$ cat config.mk
export PLATFORM = sky130hd
export DESIGN_NAME = spi_burst_fifo
export DESIGN_NICKNAME = d
export VERILOG_FILES = /design/src/rtl/spi_burst_fifo.sv
export SDC_FILE = /design/constraint.sdc
export NUM_CORES = 1
export LEC_CHECK = 0
export ABC_AREA = 1
export BUFFER_PORTS_ARGS = -buffer_cell sky130_fd_sc_hd__buf_2
export CORE_ASPECT_RATIO = 1.2
export CORE_MARGIN = 2
export CORE_UTILIZATION = 39
export DETAILED_ROUTE_END_ITERATION = 12
export SLEW_MARGIN = 20
export SYNTH_ARGS = -nofsm -noshare
export SYNTH_HDL_FRONTEND = slang
export SYNTH_SLANG_ARGS = --single-unit
export TNS_END_PERCENT = 100
$ cat constraint.sdc
create_clock -name CLK1 -period 2.8 [get_ports CLK1]
set_clock_uncertainty 0.15 [all_clocks]
set_input_delay 0.14 -clock CLK1 [delete_from_list [all_inputs] [get_ports CLK1]]
set_output_delay 0.14 -clock CLK1 [all_outputs]
set_load 0.02 [all_outputs]
$ cat src/rtl/spi_burst_fifo.sv
// spi_burst_fifo: buffered SPI master (mode 3, MSB first) with TX and RX byte FIFOs.
// The CPU side pushes bytes into TX and pops received bytes from RX. The shift engine
// runs gapless back-to-back bytes while ss_en is high and TX holds data.
// Ports:
//   CLK1, RST_N           clock, asynchronous active-low reset
//   ss_en                 request chip select; SS only rises between bytes
//   rx_capture            1: store received bytes in RX, 0: discard them
//   tx_data, tx_push      TX write port; tx_full, tx_count report occupancy
//   rx_data, rx_pop       RX read port (first-word-fall-through); rx_empty status
//   rx_overflow           sticky, set when a received byte is dropped on a full RX
//   busy                  engine active or TX non-empty
//   SPI_SCK/SDO/SDI/SS    serial pins (SCK and SDO idle high, SS active low)
// Optional feature (macro SPI_CMD_GUARD_EN): adds output guard_trip and refuses
// dual/quad opcodes as the first byte after SS falls.
module spi_burst_fifo #(
  parameter int unsigned DEPTH = 16,
  parameter int unsigned DIV   = 1
) (
  input  logic                   CLK1,
  input  logic                   RST_N,
  input  logic                   ss_en,
  input  logic                   rx_capture,
  input  logic [7:0]             tx_data,
  input  logic                   tx_push,
  output logic                   tx_full,
  output logic [$clog2(DEPTH):0] tx_count,
  output logic [7:0]             rx_data,
  input  logic                   rx_pop,
  output logic                   rx_empty,
  output logic                   rx_overflow,
  output logic                   busy,
  output logic                   SPI_SCK,
  output logic                   SPI_SDO,
  input  logic                   SPI_SDI,
  output logic                   SPI_SS
`ifdef SPI_CMD_GUARD_EN
  ,
  output logic                   guard_trip
`endif
);

  localparam int unsigned AW       = $clog2(DEPTH);
  localparam int unsigned CW       = AW + 1;
  localparam logic [7:0]  DIV_LAST = 8'(DIV - 1);

  typedef enum logic [1:0] {IDLE, LOW, HIGH, DONE} state_t;

  state_t      state;
  logic [6:0]  tx_shift;     // bits still to send after the one on SDO
  logic [7:0]  rx_shift;
  logic [2:0]  bit_cnt;
  logic [7:0]  div_cnt;

  logic [7:0]    tx_mem [DEPTH];
  logic [AW-1:0] tx_wptr, tx_rptr;
  logic [CW-1:0] tx_cnt;
  logic [7:0]    rx_mem [DEPTH];
  logic [AW-1:0] rx_wptr, rx_rptr;
  logic [CW-1:0] rx_cnt;

  logic [7:0] tx_head_c;
  logic       tx_empty_c, tx_push_ok_c, tx_pop_c, tx_flush_c;
  logic       rx_full_c, rx_pop_ok_c, rx_wr_c, rx_wr_ok_c;
  logic       div_done_c, idle_go_c, setup_c, start_c, next_c, guard_hit_c;

`ifdef SPI_CMD_GUARD_EN
  logic first_byte;
  logic guard_lock;

  // Dual/quad read/program opcodes the single-line flash path must never issue.
  function automatic logic is_forbidden(input logic [7:0] op);
    case (op)
      8'h3B, 8'h6B, 8'hEB, 8'hBB, 8'h77, 8'h32, 8'h92, 8'h94: is_forbidden = 1'b1;
      default:                                               is_forbidden = 1'b0;
    endcase
  endfunction
`endif

  assign tx_count    = tx_cnt;
  assign tx_full     = (tx_cnt == CW'(DEPTH));
  assign rx_empty    = (rx_cnt == '0);
  assign rx_data     = rx_mem[rx_rptr];
  assign busy        = (state != IDLE) || (tx_cnt != '0);

  // Engine handshakes and FIFO strobes.
  always_comb begin
    tx_empty_c  = (tx_cnt == '0);
    tx_head_c   = tx_mem[tx_rptr];
    div_done_c  = (div_cnt == DIV_LAST);
    idle_go_c   = (state == IDLE) && ss_en && !tx_empty_c;
`ifdef SPI_CMD_GUARD_EN
    idle_go_c   = idle_go_c && !guard_lock;
`endif
    // SS still high: spend one setup cycle dropping it before the first LOW.
    setup_c     = idle_go_c && SPI_SS;
    start_c     = idle_go_c && !SPI_SS;
    next_c      = (state == DONE) && ss_en && !tx_empty_c;
`ifdef SPI_CMD_GUARD_EN
    guard_hit_c = start_c && first_byte && is_forbidden(tx_head_c);
`else
    guard_hit_c = 1'b0;
`endif
    tx_flush_c   = guard_hit_c;
    tx_pop_c     = (start_c && !guard_hit_c) || next_c;
    // A push on a full FIFO is accepted only if the engine frees a slot this cycle.
    tx_push_ok_c = tx_push && !tx_flush_c && (!tx_full || tx_pop_c);
    rx_full_c    = (rx_cnt == CW'(DEPTH));
    rx_pop_ok_c  = rx_pop && !rx_empty;
    rx_wr_c      = (state == DONE) && rx_capture;
    rx_wr_ok_c   = rx_wr_c && (!rx_full_c || rx_pop_ok_c);
  end

  // Shift engine: IDLE -> LOW/HIGH x8 -> DONE, with registered pin outputs.
  always_ff @(posedge CLK1 or negedge RST_N) begin
    if (!RST_N) begin
      state    <= IDLE;
      SPI_SCK  <= 1'b1;
      SPI_SDO  <= 1'b1;
      SPI_SS   <= 1'b1;
      tx_shift <= '0;
      rx_shift <= '0;
      bit_cnt  <= '0;
      div_cnt  <= '0;
    end else begin
      case (state)
        IDLE: begin
          SPI_SCK <= 1'b1;
          SPI_SDO <= 1'b1;
          if (!ss_en) begin
            SPI_SS <= 1'b1;
          end else if (setup_c) begin
            SPI_SS <= 1'b0;
          end else if (guard_hit_c) begin
            SPI_SS <= 1'b1;
          end else if (start_c) begin
            tx_shift <= tx_head_c[6:0];
            SPI_SDO  <= tx_head_c[7];
            SPI_SCK  <= 1'b0;
            bit_cnt  <= 3'd7;
            div_cnt  <= '0;
            state    <= LOW;
          end
        end
        LOW: begin
          if (div_done_c) begin
            div_cnt  <= '0;
            SPI_SCK  <= 1'b1;
            rx_shift <= {rx_shift[6:0], SPI_SDI};
            state    <= HIGH;
          end else begin
            div_cnt <= div_cnt + 8'd1;
          end
        end
        HIGH: begin
          if (div_done_c) begin
            div_cnt <= '0;
            if (bit_cnt == 3'd0) begin
              state <= DONE;
            end else begin
              bit_cnt  <= bit_cnt - 3'd1;
              SPI_SDO  <= tx_shift[6];
              tx_shift <= {tx_shift[5:0], 1'b0};
              SPI_SCK  <= 1'b0;
              state    <= LOW;
            end
          end else begin
            div_cnt <= div_cnt + 8'd1;
          end
        end
        DONE: begin
          if (next_c) begin
            tx_shift <= tx_head_c[6:0];
            SPI_SDO  <= tx_head_c[7];
            SPI_SCK  <= 1'b0;
            bit_cnt  <= 3'd7;
            div_cnt  <= '0;
            state    <= LOW;
          end else begin
            SPI_SDO <= 1'b1;
            state   <= IDLE;
            if (!ss_en) SPI_SS <= 1'b1;
          end
        end
        default: state <= IDLE;
      endcase
    end
  end

  // TX FIFO pointers and occupancy.
  always_ff @(posedge CLK1 or negedge RST_N) begin
    if (!RST_N) begin
      tx_wptr <= '0;
      tx_rptr <= '0;
      tx_cnt  <= '0;
    end else if (tx_flush_c) begin
      tx_rptr <= tx_wptr;
      tx_cnt  <= '0;
    end else begin
      if (tx_push_ok_c) tx_wptr <= tx_wptr + AW'(1);
      if (tx_pop_c)     tx_rptr <= tx_rptr + AW'(1);
      case ({tx_push_ok_c, tx_pop_c})
        2'b10:   tx_cnt <= tx_cnt + CW'(1);
        2'b01:   tx_cnt <= tx_cnt - CW'(1);
        default: tx_cnt <= tx_cnt;
      endcase
    end
  end

  always_ff @(posedge CLK1) begin
    if (tx_push_ok_c) tx_mem[tx_wptr] <= tx_data;
  end

  // RX FIFO pointers, occupancy and sticky overflow.
  always_ff @(posedge CLK1 or negedge RST_N) begin
    if (!RST_N) begin
      rx_wptr     <= '0;
      rx_rptr     <= '0;
      rx_cnt      <= '0;
      rx_overflow <= 1'b0;
    end else begin
      if (rx_wr_ok_c)  rx_wptr <= rx_wptr + AW'(1);
      if (rx_pop_ok_c) rx_rptr <= rx_rptr + AW'(1);
      if (rx_wr_c && !rx_wr_ok_c) rx_overflow <= 1'b1;
      case ({rx_wr_ok_c, rx_pop_ok_c})
        2'b10:   rx_cnt <= rx_cnt + CW'(1);
        2'b01:   rx_cnt <= rx_cnt - CW'(1);
        default: rx_cnt <= rx_cnt;
      endcase
    end
  end

  always_ff @(posedge CLK1) begin
    if (rx_wr_ok_c) rx_mem[rx_wptr] <= rx_shift;
  end

`ifdef SPI_CMD_GUARD_EN
  // Opcode guard: arm on SS fall, lock out until ss_en is dropped after a trip.
  always_ff @(posedge CLK1 or negedge RST_N) begin
    if (!RST_N) begin
      first_byte <= 1'b0;
      guard_lock <= 1'b0;
      guard_trip <= 1'b0;
    end else begin
      if (setup_c)                      first_byte <= 1'b1;
      else if (tx_pop_c || guard_hit_c) first_byte <= 1'b0;
      if (guard_hit_c) begin
        guard_lock <= 1'b1;
        guard_trip <= 1'b1;
      end else if ((state == IDLE) && !ss_en) begin
        guard_lock <= 1'b0;
      end
    end
  end
`endif

endmodule

### After elaboration in Yosys (flattened, before gate mapping)

Memory sizes are Yosys's and may differ from the RTL's.
Index checks and enable logic that the tools add are counted.

* memories: 2
* bits in registers: 58
* bits in writable memories: 256
* output and inout port bits: 20
* input port bits: 15
* word-level logic and storage cells: 140

Memory list
* rx_mem: depth 16, width 8, read ports 1, clocked after Yosys merged registers in 0, wr ports 1, RTL line 57 `logic [7:0] rx_mem [DEPTH];`
* tx_mem: depth 16, width 8, read ports 1, clocked after Yosys merged registers in 0, wr ports 1, RTL line 54 `logic [7:0] tx_mem [DEPTH];`

* equality and inequality tests: 19
* multiplexer cells: 54
* $add $sub $neg: 10
* reduce and logical (&&, ||, !) cells: 40

Operators by type and width (number)
* 2-to-1 mux 7 bit: 6
* 2-to-1 mux 8 bit: 5
* case mux 8 bit (3 select lines): 1
* 2-to-1 mux 1 bit: 22
* case mux 7 bit (3 select lines): 1
* case mux 5 bit (2 select lines): 2
* 2-to-1 mux 3 bit: 6
* != test 2 bit, second input constant: 9
* adder 4 x 1 -> 4 bit, second input constant: 4
* 2-to-1 mux 2 bit: 6
* AND reduction 4 bit: 3
* logical AND 1 bit: 11
* adder 5 x 1 -> 5 bit, second input constant: 2
* equality test 5 bit, second input constant: 2
* zero test 5 bit: 2
* subtractor 5 x 1 -> 5 bit, second input constant: 2
* case mux 3 bit (3 select lines): 1
* adder 8 x 1 -> 8 bit, second input constant: 1
* equality test 2 bit, second input constant: 4
* zero test 8 bit: 1
* case mux 2 bit (4 select lines): 1
* nonzero test 2 bit: 4
* AND reduction 7 bit: 1
* equality test 2 x 1 -> 1 bit, second input constant: 3
* other kinds (15): 23

### Longest topological paths before layout

Gate-level depths: netlist of run 1.

* depth in word-level cells: 9
* mapped depth: 16

### Worst setup path before layout of run 1

No wires, ideal clock.

* path kind: register -> register
* start: register state[1]
* end: register tx_cnt[4] (netlist: tx_count[4])
* stages on the path, launching flop included: 16
* setup slack: 424 ps
* path buffers: 0
* arrival time: 2113 ps
* path through: dfrtp_1 > inv_1 > ha_1 > nand2_1 > clkinv_1 > nand3_4 > nand2_4 > nand2_1 > inv_1 > fa_1 > nand3_1 > nand2_1 > nand2_1 > nand3_1 > nand2_1 > inv_1

* cells in the longest elaborated chain, start to end: 9

Ends and longest elaborated chain
* start: declaration: RTL line 48 `state_t state;`
* start signal: assignment: RTL line 116 `state <= IDLE;`
* start signal: assignment: RTL line 141 `state <= LOW;`
* start signal: assignment: RTL line 149 `state <= HIGH;`
* zero test 2 bit: RTL line 90 `idle_go_c = (state == IDLE) && ss_en && !tx_empty_c;`
* logical AND 1 bit (2 in series): RTL line 90
* logical AND 1 bit: RTL line 96 `start_c = idle_go_c && !SPI_SS;`
* logical OR 1 bit *: RTL line 104 `tx_pop_c = (start_c && !guard_hit_c) || next_c;`
* logical OR 1 bit: RTL line 106 `tx_push_ok_c = tx_push && !tx_flush_c && (!tx_full || tx_pop_c);`
* logical AND 1 bit: RTL line 106
* equality test 2 x 1 -> 1 bit or equality test 2 bit (tied branches): RTL line 201 `case ({tx_push_ok_c, tx_pop_c})`
* case mux 5 bit (2 select lines) or nonzero test 2 bit (tied branches)
* end signal: assignment: RTL line 202 `2'b10: tx_cnt <= tx_cnt + CW'(1);`
* end signal: assignment: RTL line 203 `2'b01: tx_cnt <= tx_cnt - CW'(1);`
* end signal: assignment: RTL line 204 `default: tx_cnt <= tx_cnt;`
* end: declaration: RTL line 56 `logic [CW-1:0] tx_cnt;`

Every way passes the cells marked *; elsewhere a longest branch is shown, timed or not.
A chain may end at the register's enable or synchronous reset.

### Final worst setup path of run 1

* start: register rx_rptr[0]
* end: output rx_data[1]

* cells in the longest elaborated chain, start to end: 1

Ends and longest elaborated chain
* start: declaration: RTL line 58 `logic [AW-1:0] rx_wptr, rx_rptr;`
* start signal: assignment: RTL line 222 `if (rx_pop_ok_c) rx_rptr <= rx_rptr + AW'(1);`
* memory (16 x 8 bit)
* end: declaration: RTL line 27 `output logic [7:0] rx_data,`

Every way passes these cells.

==> results of run 1 <==
==> path summary, 6_finish.rpt <==
check / depth (start not counted) / endpoint
max in group asynchronous: 3 / div_cnt[1]
min in group CLK1: 3 / SPI_SS
hold / removal: 3 / tx_rptr[2]
setup / recovery: 6 / rx_data[1]
hold reg to reg: 1 / rx_overflow
setup reg to reg: 15 / tx_count[4]
==> routing by layer <==
| layer | vias up | part of all wire [%] | global-route usage, % |
|---|---|---|---|
| met1 | 4235 | 42 | 20.7 |
| met4 | 0 | 2.0 | 4.14 |
| met3 | 47 | 4.4 | 2.29 |
| met5 | - | 0 | 0 |
| li1 | 4151 | - | - |
| met2 | 182 | 51 | 29.4 |
==> kinds of logic after synthesis <==
group / Yosys count / synth area share [%]
muxes: 32 / 2.43
AOI/OAI and AO/OA: 210 / 9.60
and+or+nand+nor: 393 / 12.8
DFF: 314 / 67.2
buffers and inverters: 127 / 4.16
adders and majority gates: 27 / 2.59
xor gates and xnor gates: 19 / 1.22
==> critical path, delay by kind of cell, from the launching register on <==
kind	cells	cell delay, ps
compound gates	2	620
flops	1	540
buf+inv	2	500
simple gates	2	160
==> cells in the mapped netlist (20+ instances only) <==
master    instances  share of area [%]
dfrtp_1          55                 10
inv_1            64                1.8
nor2_1          182                5.0
nand3_1          58                2.1
o21ai_0         110                4.0
nand2_1         120                3.3
clkbuf_1         20               0.55
ha_1             25                2.3
o221ai_1         23                1.5
mux2i_1          24                1.8
edfxtp_1        256                 56
o211ai_1         33                1.8
==> flip-flops by register name, indices dropped and copies added, names as in the netlist, 5 cells and up <==
signal,flops
rx_mem,128
tx_mem,128
div_cnt,8
rx_shift,8
tx_shift,7
rx_cnt,5
tx_count,5
==> final cells by class <==
cell class / count / area, um^2
clock inverter: 13 / 93.8
fill: 3154 / 18600
clock buffer: 48 / 975
multi-input combinational: 681 / 3900
sequential: 314 / 9150
tap: 456 / 571
inverter: 76 / 290
timing repair buffer: 96 / 689
==> power groups by stage <==
stage	clock, mW	sequential (mW)	combinational, mW
floorplan	0	5.61	1.84
global placement	0	5.70	2.51
detailed placement	0	5.71	2.54
CTS	4.37	5.62	2.57
global route	4.56	5.67	2.83
finish	4.29	5.63	2.54
==> stage by stage <==
stage               hold WS [ps]  util, %
global placement            -155     42.2
CTS                         55.7     45.7
finish                      49.7     45.7
floorplan                   -306        -
detailed placement          -154     42.2
global route                 115     45.7
==> what timing repair did <==
| action | CTS | global route |
|---|---|---|
| endpoints found under the hold margin | 200 | 0 |
| hold buffers | 15 | 0 |
| resized for setup | 0 | 1 |
| setup buffers | 0 | 0 |
| endpoints found under the setup margin | 0 | 3 |
==> results by group, run 1 <==
Pwr
  – Sequential Power Share: 45.2%
  – Clock power frac: 34.4%
  – Pwr Density: 795 nW/um^2
  – Combinational group share of total power: 20.4%
  – NetSw: 3.69 mW
  – Max VDD drop: 0.000390 V
  – Overall power: 12.5 mW
  – Leak: 6.29 nW
  – Sw Share: 29.7%
  – Pint: 8.76 mW

Setup path
  – Worst Path Arrival: 2340 ps
  – Crit Path Class: flip-flop to output port
  – R2r setup slk: 280 ps
  – Critical path peak fanout: 23
  – Worst path max stage delay: 540 ps
  – Reg2reg start: state[1]
  – CP Capture Type: output port
  – Worst setup path startpoint: rx_rptr[0]
  – Worst path required time: 2510 ps
  – Worst setup SP type: flip-flop
  – Critical path's slowest cell: dfrtp_2
  – Crit path cell chain: buf_4, nor2_1, o32ai_1, o211ai_1, nand2_1, buf_2

Synthesis
  – Post-Syn Area: 13,600 um^2
  – Cells after synthesis: 1,122
  – Yosys warns: 0
  – Syn Area/Cell: 12.1 um^2
  – Synth unique cells: 48
  – Synthesized Nets: 1,164
  – Top FF cell, synth: edfxtp_1
  – Post-synth EDFFs: 256
  – Seq/Total Area, Yosys: 67.2%
  – Yosys reg bits: 314
  – FFs w/ async S/R, synth: 18.5%

Global route
  – Total track usage: 16.3%
  – Grt ovf: 0
  – Vias in the first global route: 8,480
  – First-pass GRT wire length: 46.8 mm
  – Antenna violations before repair: 0
  – Pin count of the biggest net entering global routing: 73

Floorplanning
  – DIE WIDTH: 175 um
  – Die area: 36,400 um^2
  – Core Rows: 74
  – Effective utilization at floorplan: 39.7%
  – Core area: 34,300 um^2
  – I/O pin cnt: 35
  – Die Ht: 209 um

Hold path
  – Hold Crit Class: input pin to async pin

Timing
  – Final hold viol count: 0
  – Slew Limit Fails: 0
  – Worst rel slew slack: 53.2%
  – Post-route clock period utilization: 93.9%
  – Final setup vio count: 0
  – Maximum operating frequency: 380 MHz
  – RSZ-0062 raised after global routing: false
  – Worst Slack Setup Final: 170 ps
  – Final setup TNS: 0 ps
  – Min Tclk post-route: 2630 ps
  – Worst-Margin Slew: 702 ps

Placed design
  – Post-DP HPWL: 19.0 mm
  – Placed cells: 1,608
  – Number of port buffers: 34
  – Placer Congestion: 0.772
  – DP Area: 14,400 um^2
  – Worst slack, placed: 300 ps

Detailed routing
  – Routed Antenna Nets: 0
  – Vias/cell: 5.12
  – Initial DRT Pass Iterations: 5
  – Via count: 8,615
  – Starting DRT DRC Count: 512
  – DRC errors left: 0
  – Drt wl/cell: 17.7 um
  – Final wirelength: 29.8 mm

Cells and area
  – Share of cells above drive strength 1: 14.6%
  – Most frequent cells in the layout: edfxtp_1 (256), nor2_1 (182), nand2_1 (120)
  – Area growth syn-to-layout: 15.1%
  – Antenna diodes: 0
  – Non-filler instance count after layout: 1,684
  – Design area: 15,700 um^2
  – Leading cell type in the layout, fill and taps excluded: edfxtp_1
  – Fin nets: 1,245

Clock tree
  – Cts bufs inserted: 34
  – CTS max path bufs: 3
  – CTS tree: yes
  – Clk pin slew, worst setup/hold paths: 60 ps
  – CTS root buf: clkbuf_16
  – Clk sink count: 314
  – Clock H-tree levels: 2
  – Clk_lat worst skew: 510 ps

Flow run
  – Max_cap viols: 0

Status
  – Outcome: finished clean
No activity file was read; power rests on OpenSTA's default activity.
==> inputs of run 2 (changes only) <==
Settings changed: ABC_AREA 1 to not set, RECOVER_POWER set to 100.
==> run 2 against run 1 <==
The flow now finishes with violations (max-capacitance violations). Global-route usage fell by 1.9 points. Sequential share of layout area increased by 2.4 points. Critical path depth down 2. Hold slack improved by 180 ps. Flip-flop and latch count unchanged. Via count is 23% lower. Worst setup slack worse by 90 ps. Highest routed layer unchanged. Power fell by 8.7%. Design area fell by 4.0%.
==> results by group, run 2 <==
Status
  – Outcome: finished with violations
  – Violated checks: max-capacitance violations

Clock tree
  – CTS tree: yes
  – Cts bufs inserted: 30
  – Clk pin slew, worst setup/hold paths: 60 ps
  – CTS root buf: clkbuf_16
  – Clk sink count: 314
  – Clk_lat worst skew: 560 ps
  – CTS max path bufs: 3
  – Clock H-tree levels: 1

Cells and area
  – Share of cells above drive strength 1: 23.2%
  – Fin nets: 874
  – Leading cell type in the layout, fill and taps excluded: edfxtp_1
  – Multi-input gate area: 3620 um^2
  – Antenna diodes: 0
  – Most frequent cells in the layout: edfxtp_1 (256), mux4_2 (68), dfrtp_1 (52)
  – Non-filler instance count after layout: 1,306
  – Sequential cell area: 9150 um^2
  – Largest regs: rx_mem (128), tx_mem (128)
  – Fillers: 2,871
  – Design area: 15,000 um^2
  – Area growth syn-to-layout: 15.9%

Setup path
  – Reg2reg path depth: 8
  – Crit path cell chain: buf_4, mux4_2, mux4_2, buf_2
  – Worst setup path startpoint: rx_rptr[0]
  – Critical path's slowest cell: mux4_2
  – Reg2reg start: tx_count[3]
  – Critical path peak fanout: 7
  – Crit Path Class: flip-flop to output port
  – Worst path max stage delay: 530 ps
  – CP Capture Type: output port
  – Worst setup SP type: flip-flop
  – Worst path required time: 2510 ps
  – Crit-path most repeated cell: mux4_2
  – Worst Path Arrival: 2430 ps

Detailed routing
  – Starting DRT DRC Count: 409
  – Vias/cell: 5.05
  – Via count: 6,592
  – DRC errors left: 0
  – Initial DRT Pass Iterations: 4
  – Final wirelength: 24.6 mm
  – Routed Antenna Nets: 0
  – Drt wl/cell: 18.8 um

Synthesis
  – Synth cell count leaders: edfxtp_1 (256), mux4_2 (68), dfrtp_1 (55), a21oi_1 (38), nor2_1 (35)
  – Syn Area/Cell: 17.7 um^2
  – Yosys reg bits: 314
  – Post-synth top area share: 59.2%
  – Synth unique cells: 56
  – Synthesized Nets: 777
  – Post-synth top area cell: edfxtp_1
  – Post-Syn Area: 13,000 um^2
  – FFs w/ async S/R, synth: 18.5%
  – Top FF cell, synth: edfxtp_1
  – Yosys warns: 0
  – Cells after synthesis: 735
  – Top-count cell post-synth: edfxtp_1
  – Seq/Total Area, Yosys: 70.4%
  – Post-synth EDFFs: 256
  – Synth top area cells: edfxtp_1 (59%), mux4_2 (12%), dfrtp_1 (11%)

Pwr
  – Combinational group share of total power: 15.2%
  – NetSw: 2.88 mW
  – Sequential Power Share: 49.5%
  – Max VDD drop: 0.000487 V
  – Clock power frac: 35.3%
  – Sw Share: 25.4%
  – Leak: 5.48 nW
  – Pwr Density: 756 nW/um^2
  – Pint: 8.48 mW

Floorplanning
  – Die area: 34,800 um^2
  – I/O pin cnt: 35
  – Core Rows: 73
  – Effective utilization at floorplan: 39.4%
  – DIE WIDTH: 171 um
  – Die Ht: 204 um
  – Core area: 33,000 um^2

Timing
  – Min Tclk post-route: 2720 ps
  – Worst-Margin Slew: 1490 ps
  – Post-route clock period utilization: 97.2%
  – RSZ-0062 raised after global routing: true
  – Final hold viol count: 0
  – Slew Limit Fails: 0
  – Final setup vio count: 0
  – Maximum operating frequency: 368 MHz
  – Worst rel slew slack: 0.340%

Global route
  – First-pass GRT wire length: 38.6 mm
  – Grt ovf: 0
  – M2 GR Usage: 25.3%
  – Most Used Layer, Global Route: met2
  – Routing usage on met3: 2.52%
  – Total track usage: 14.5%
  – Pin count of the biggest net entering global routing: 59
  – Vias in the first global route: 6,785
  – Antenna violations before repair: 0
  – GRT met1 Usage: 18.5%

Hold path
  – HP Start: SPI_SDI
  – Worst hold path depth: 3
  – Hold Crit Class: input pin to flip-flop

Placed design
  – Placed cells: 1,234
  – Number of port buffers: 34
  – DP Area: 14,000 um^2
  – Post-DP HPWL: 16.6 mm
  – Placer Congestion: 0.773

Flow run
  – Max_cap viols: 1
[run 2: kinds of logic after synthesis]
family          after synthesis  share of synthesized area, %
xor+xnor                     20                          1.35
fa+ha+maj                    27                          2.72
compound gates              106                          5.26
buf+inv                      53                          1.73
flops                       314                          70.4
mux                          91                          13.9
simple gates                124                          4.61
[run 2: power groups by stage]
stage          clock network (mW)  logic (mW)  registers (mW)
2_1_floorplan                   0        1.25            5.61
3_3_place_gp                    0        1.78            5.75
3_5_place_dp                    0        1.77            5.75
4_1_cts                      4.13        1.84            5.63
5_1_grt                      4.32        1.91            5.66
6_report                     4.01        1.73            5.62
[run 2: metrics by stage]
step | util, % | total power [mW] | hold slack (ps) | setup slack [ps] | TNS (ps)
after global routing | 45.6 | 11.9 | 250 | -4.32 | -18.3
after global placement | 42.5 | 7.53 | 211 | 112 | 0
final | 45.6 | 11.4 | 229 | 79.5 | 0
after floorplan | - | 6.86 | -306 | -41.6 | -1030
after detailed placement | 42.5 | 7.53 | 221 | 93.4 | 0
after CTS | 45.9 | 11.6 | 149 | 26.8 | 0
[run 2: routing by layer]
layer | routed length [um] | share of wire, %
met1 | 10600 | 43
met2 | 12700 | 52
met3 | 796 | 3.2
met4 | 499 | 2.0
met5 | 0 | 0
[run 2: cell type report]
type,instances,share of cell area [%]
Clock inverter,16,1.06
Clock buffer,40,5.45
Inverter,18,0.449
Multi-Input combinational cell,368,24.0
Timing Repair Buffer,100,4.44
Sequential cell,314,60.8
Tap cell,450,3.74
[run 2: critical path, delay by kind of cell (launching register included)]
family | cells | cell delay, ps
mux | 2 | 1020
flops | 1 | 460
buf+inv | 2 | 400
[run 2: path summary, 6_finish.rpt]
path	endpoint	slack [ps]
worst max-delay path	rx_data[3]	80
worst min-delay path	rx_shift[0]	230
worst max register to register	tx_count[4]	110
worst min register to register	bit_cnt[0]	320
max in group asynchronous	rx_rptr[0]	1020
min in group asynchronous	tx_count[3]	400
[run 2: timing repair]
item / in CTS / in global routing
buffers inserted: 1 / 0
hold endpoints to repair: 200 / 0
gates resized for setup: 1 / 5
hold buffers: 15 / 0
endpoints found under the setup margin: 8 / 73
==> inputs of run 3 (changes only) <==
Settings changed: RECOVER_POWER 100 to 50.
==> run 3 against run 2 <==
The flow now finishes without violations. Worst setup slack lost 2.2 ps. Via count grew 0.17%. Combinational power grew 4%. Sequential share of layout area shrank 0.43 points. Final cell count is the same. Flip-flop and latch count is the same. Power grew 0.68%. Wire length is essentially flat. Critical path type unchanged. Highest routed layer unchanged.
==> results by group, run 3 (synthesis results as in run 2) <==
Pwr
  – Overall power: 11.4 mW
  – Max VDD drop: 0.000490 V
  – Leak: 5.54 nW
  – Pwr Density: 755 nW/um^2

Cells and area
  – Leading cell type in the layout, fill and taps excluded: edfxtp_1
  – Most frequent cells in the layout: edfxtp_1 (256), mux4_2 (68), dfrtp_1 (52)
  – Area growth syn-to-layout: 16.7%
  – Share of cells above drive strength 1: 25.6%
  – Fin nets: 874
  – Sequential cell area: 9150 um^2
  – Non-filler instance count after layout: 1,306
  – Multi-input gate area: 3660 um^2
  – Antenna diodes: 0
  – Fillers: 2,841
  – Largest regs: rx_mem (128), tx_mem (128)
  – Design area: 15,200 um^2

Timing
  – Worst rel slew slack: 0.381%
  – Final setup TNS: 0 ps
  – RSZ-0062 raised after global routing: true
  – Worst-Margin Slew: 1490 ps
  – Slew Limit Fails: 0
  – Final setup vio count: 0
  – Worst Slack Setup Final: 77.3 ps
  – Post-route clock period utilization: 97.2%
  – Maximum operating frequency: 367 MHz
  – Final hold viol count: 0
  – Min Tclk post-route: 2720 ps

Floorplanning
  – Core area: 33,000 um^2
  – DIE WIDTH: 171 um
  – Die area: 34,800 um^2
  – Effective utilization at floorplan: 39.4%
  – Core Rows: 73
  – I/O pin cnt: 35
  – Die Ht: 204 um

Clock tree
  – Clk sink count: 314
  – Cts bufs inserted: 30
  – Clk_lat worst skew: 560 ps
  – CTS max path bufs: 3
  – Clock H-tree levels: 1
  – Clk pin slew, worst setup/hold paths: 60 ps
  – CTS tree: yes
  – CTS root buf: clkbuf_16

Global route
  – Pin count of the biggest net entering global routing: 59
  – Vias in the first global route: 6,785
  – First-pass GRT wire length: 38.6 mm
  – Total track usage: 14.5%
  – Grt ovf: 0
  – Antenna violations before repair: 0

Detailed routing
  – Vias/cell: 5.06
  – Initial DRT Pass Iterations: 5
  – Via count: 6,603
  – Final wirelength: 24.6 mm
  – Routed Antenna Nets: 0
  – Drt wl/cell: 18.8 um
  – Starting DRT DRC Count: 406
  – DRC errors left: 0

Hold path
  – HP Start: SPI_SDI
  – Worst hold path depth: 3
  – Hold Crit Class: input pin to flip-flop
  – Worst Hold End: rx_shift[0]

Status
  – Outcome: finished clean

Flow run
  – Max_cap viols: 0

Placed design
  – Placed cells: 1,234
  – DP Area: 14,000 um^2
  – Placer Congestion: 0.773
  – Worst slack, placed: 93.4 ps
  – Post-DP HPWL: 16.6 mm
  – Number of port buffers: 34

Setup path
  – Worst path required time: 2510 ps
  – R2R Path End: tx_count[4]
  – CP Capture Type: output port
  – Reg2reg path depth: 8
  – R2r setup slk: 130 ps
  – Critical path peak fanout: 7
  – Reg2reg start: tx_count[3]
  – Worst Path Arrival: 2430 ps
  – Crit Path Class: flip-flop to output port
  – Worst setup SP type: flip-flop
==> run 3: changes by cell type in the layout (fill, tap and decap cells not counted), moves of 2 or more <==
cell | before | now
clkbuf_2 | 17 | 1
mux2_1 | 2 | 0
clkbuf_1 | 32 | 21
buf_4 | 25 | 46
o21ai_1 | 0 | 5
o21ai_0 | 21 | 16
mux2_4 | 2 | 4
buf_2 | 15 | 21
==> run 3: what timing repair did <==
| item | CTS | global route |
|---|---|---|
| gates resized for setup | 1 | 5 |
| hold endpoints to repair | 200 | 0 |
| setup buffers | 1 | 0 |
| hold buffers | 15 | 0 |
| setup endpoints to repair | 8 | 73 |
| pin swaps | 0 | 0 |
==> run 3: through the flow <==
stage,util (%),hold slack (ps)
after floorplan,-,-306
final,45.9,226
after global placement,42.5,211
after global routing,45.9,250
after detailed placement,42.5,221
after CTS,45.9,149
==> run 3: cell type report <==
class | count | area share, %
multi-input cells | 368 | 24.1
clock inverters | 16 | 1.05
well taps | 450 | 3.72
flip-flops and latches | 314 | 60.4
repair buffers | 100 | 4.85
inverters | 18 | 0.446
clock buffers | 40 | 5.41
==> run 3: routing by layer <==
metal | GRT usage (%) | vias up | part of all wire (%)
met5 | 0 | - | 0
met4 | 4.21 | 0 | 2.0
met3 | 2.52 | 36 | 3.6
met2 | 25.3 | 93 | 52
met1 | 18.5 | 3385 | 43
li1 | - | 3089 | -
==> run 3: how the worst max path moves through the flow <==
| stage | from | end | slack [ps] | cells past startpoint |
|---|---|---|---|---|
| 2_1_floorplan | state[0] | tx_mem[15][0] | -40 | 7 |
| 3_3_place_gp | rx_cnt[1] | rx_cnt[4] | 110 | 10 |
| 3_5_place_dp | rx_cnt[1] | rx_cnt[4] | 90 | 10 |
| 4_1_cts | rx_rptr[0] | rx_data[3] | 30 | 4 |
| 5_1_grt | state[0] | tx_mem[11][0] | -4 | 10 |
| 6_report | rx_rptr[0] | rx_data[3] | 80 | 4 |
==> run 3: power breakdown <==
| group | internal [mW] | switching, mW |
|---|---|---|
| Combinational | 0.855 | 0.945 |
| Clock | 2.33 | 1.68 |
| Sequential | 5.36 | 0.270 |
| Total | 8.54 | 2.90 |
==> run 3: critical path, cell delays in order, from the launching register on <==
cell,delay [ps]
dfrtp_4,460
buf_4,220
mux4_2,530
mux4_2,490
buf_2,180
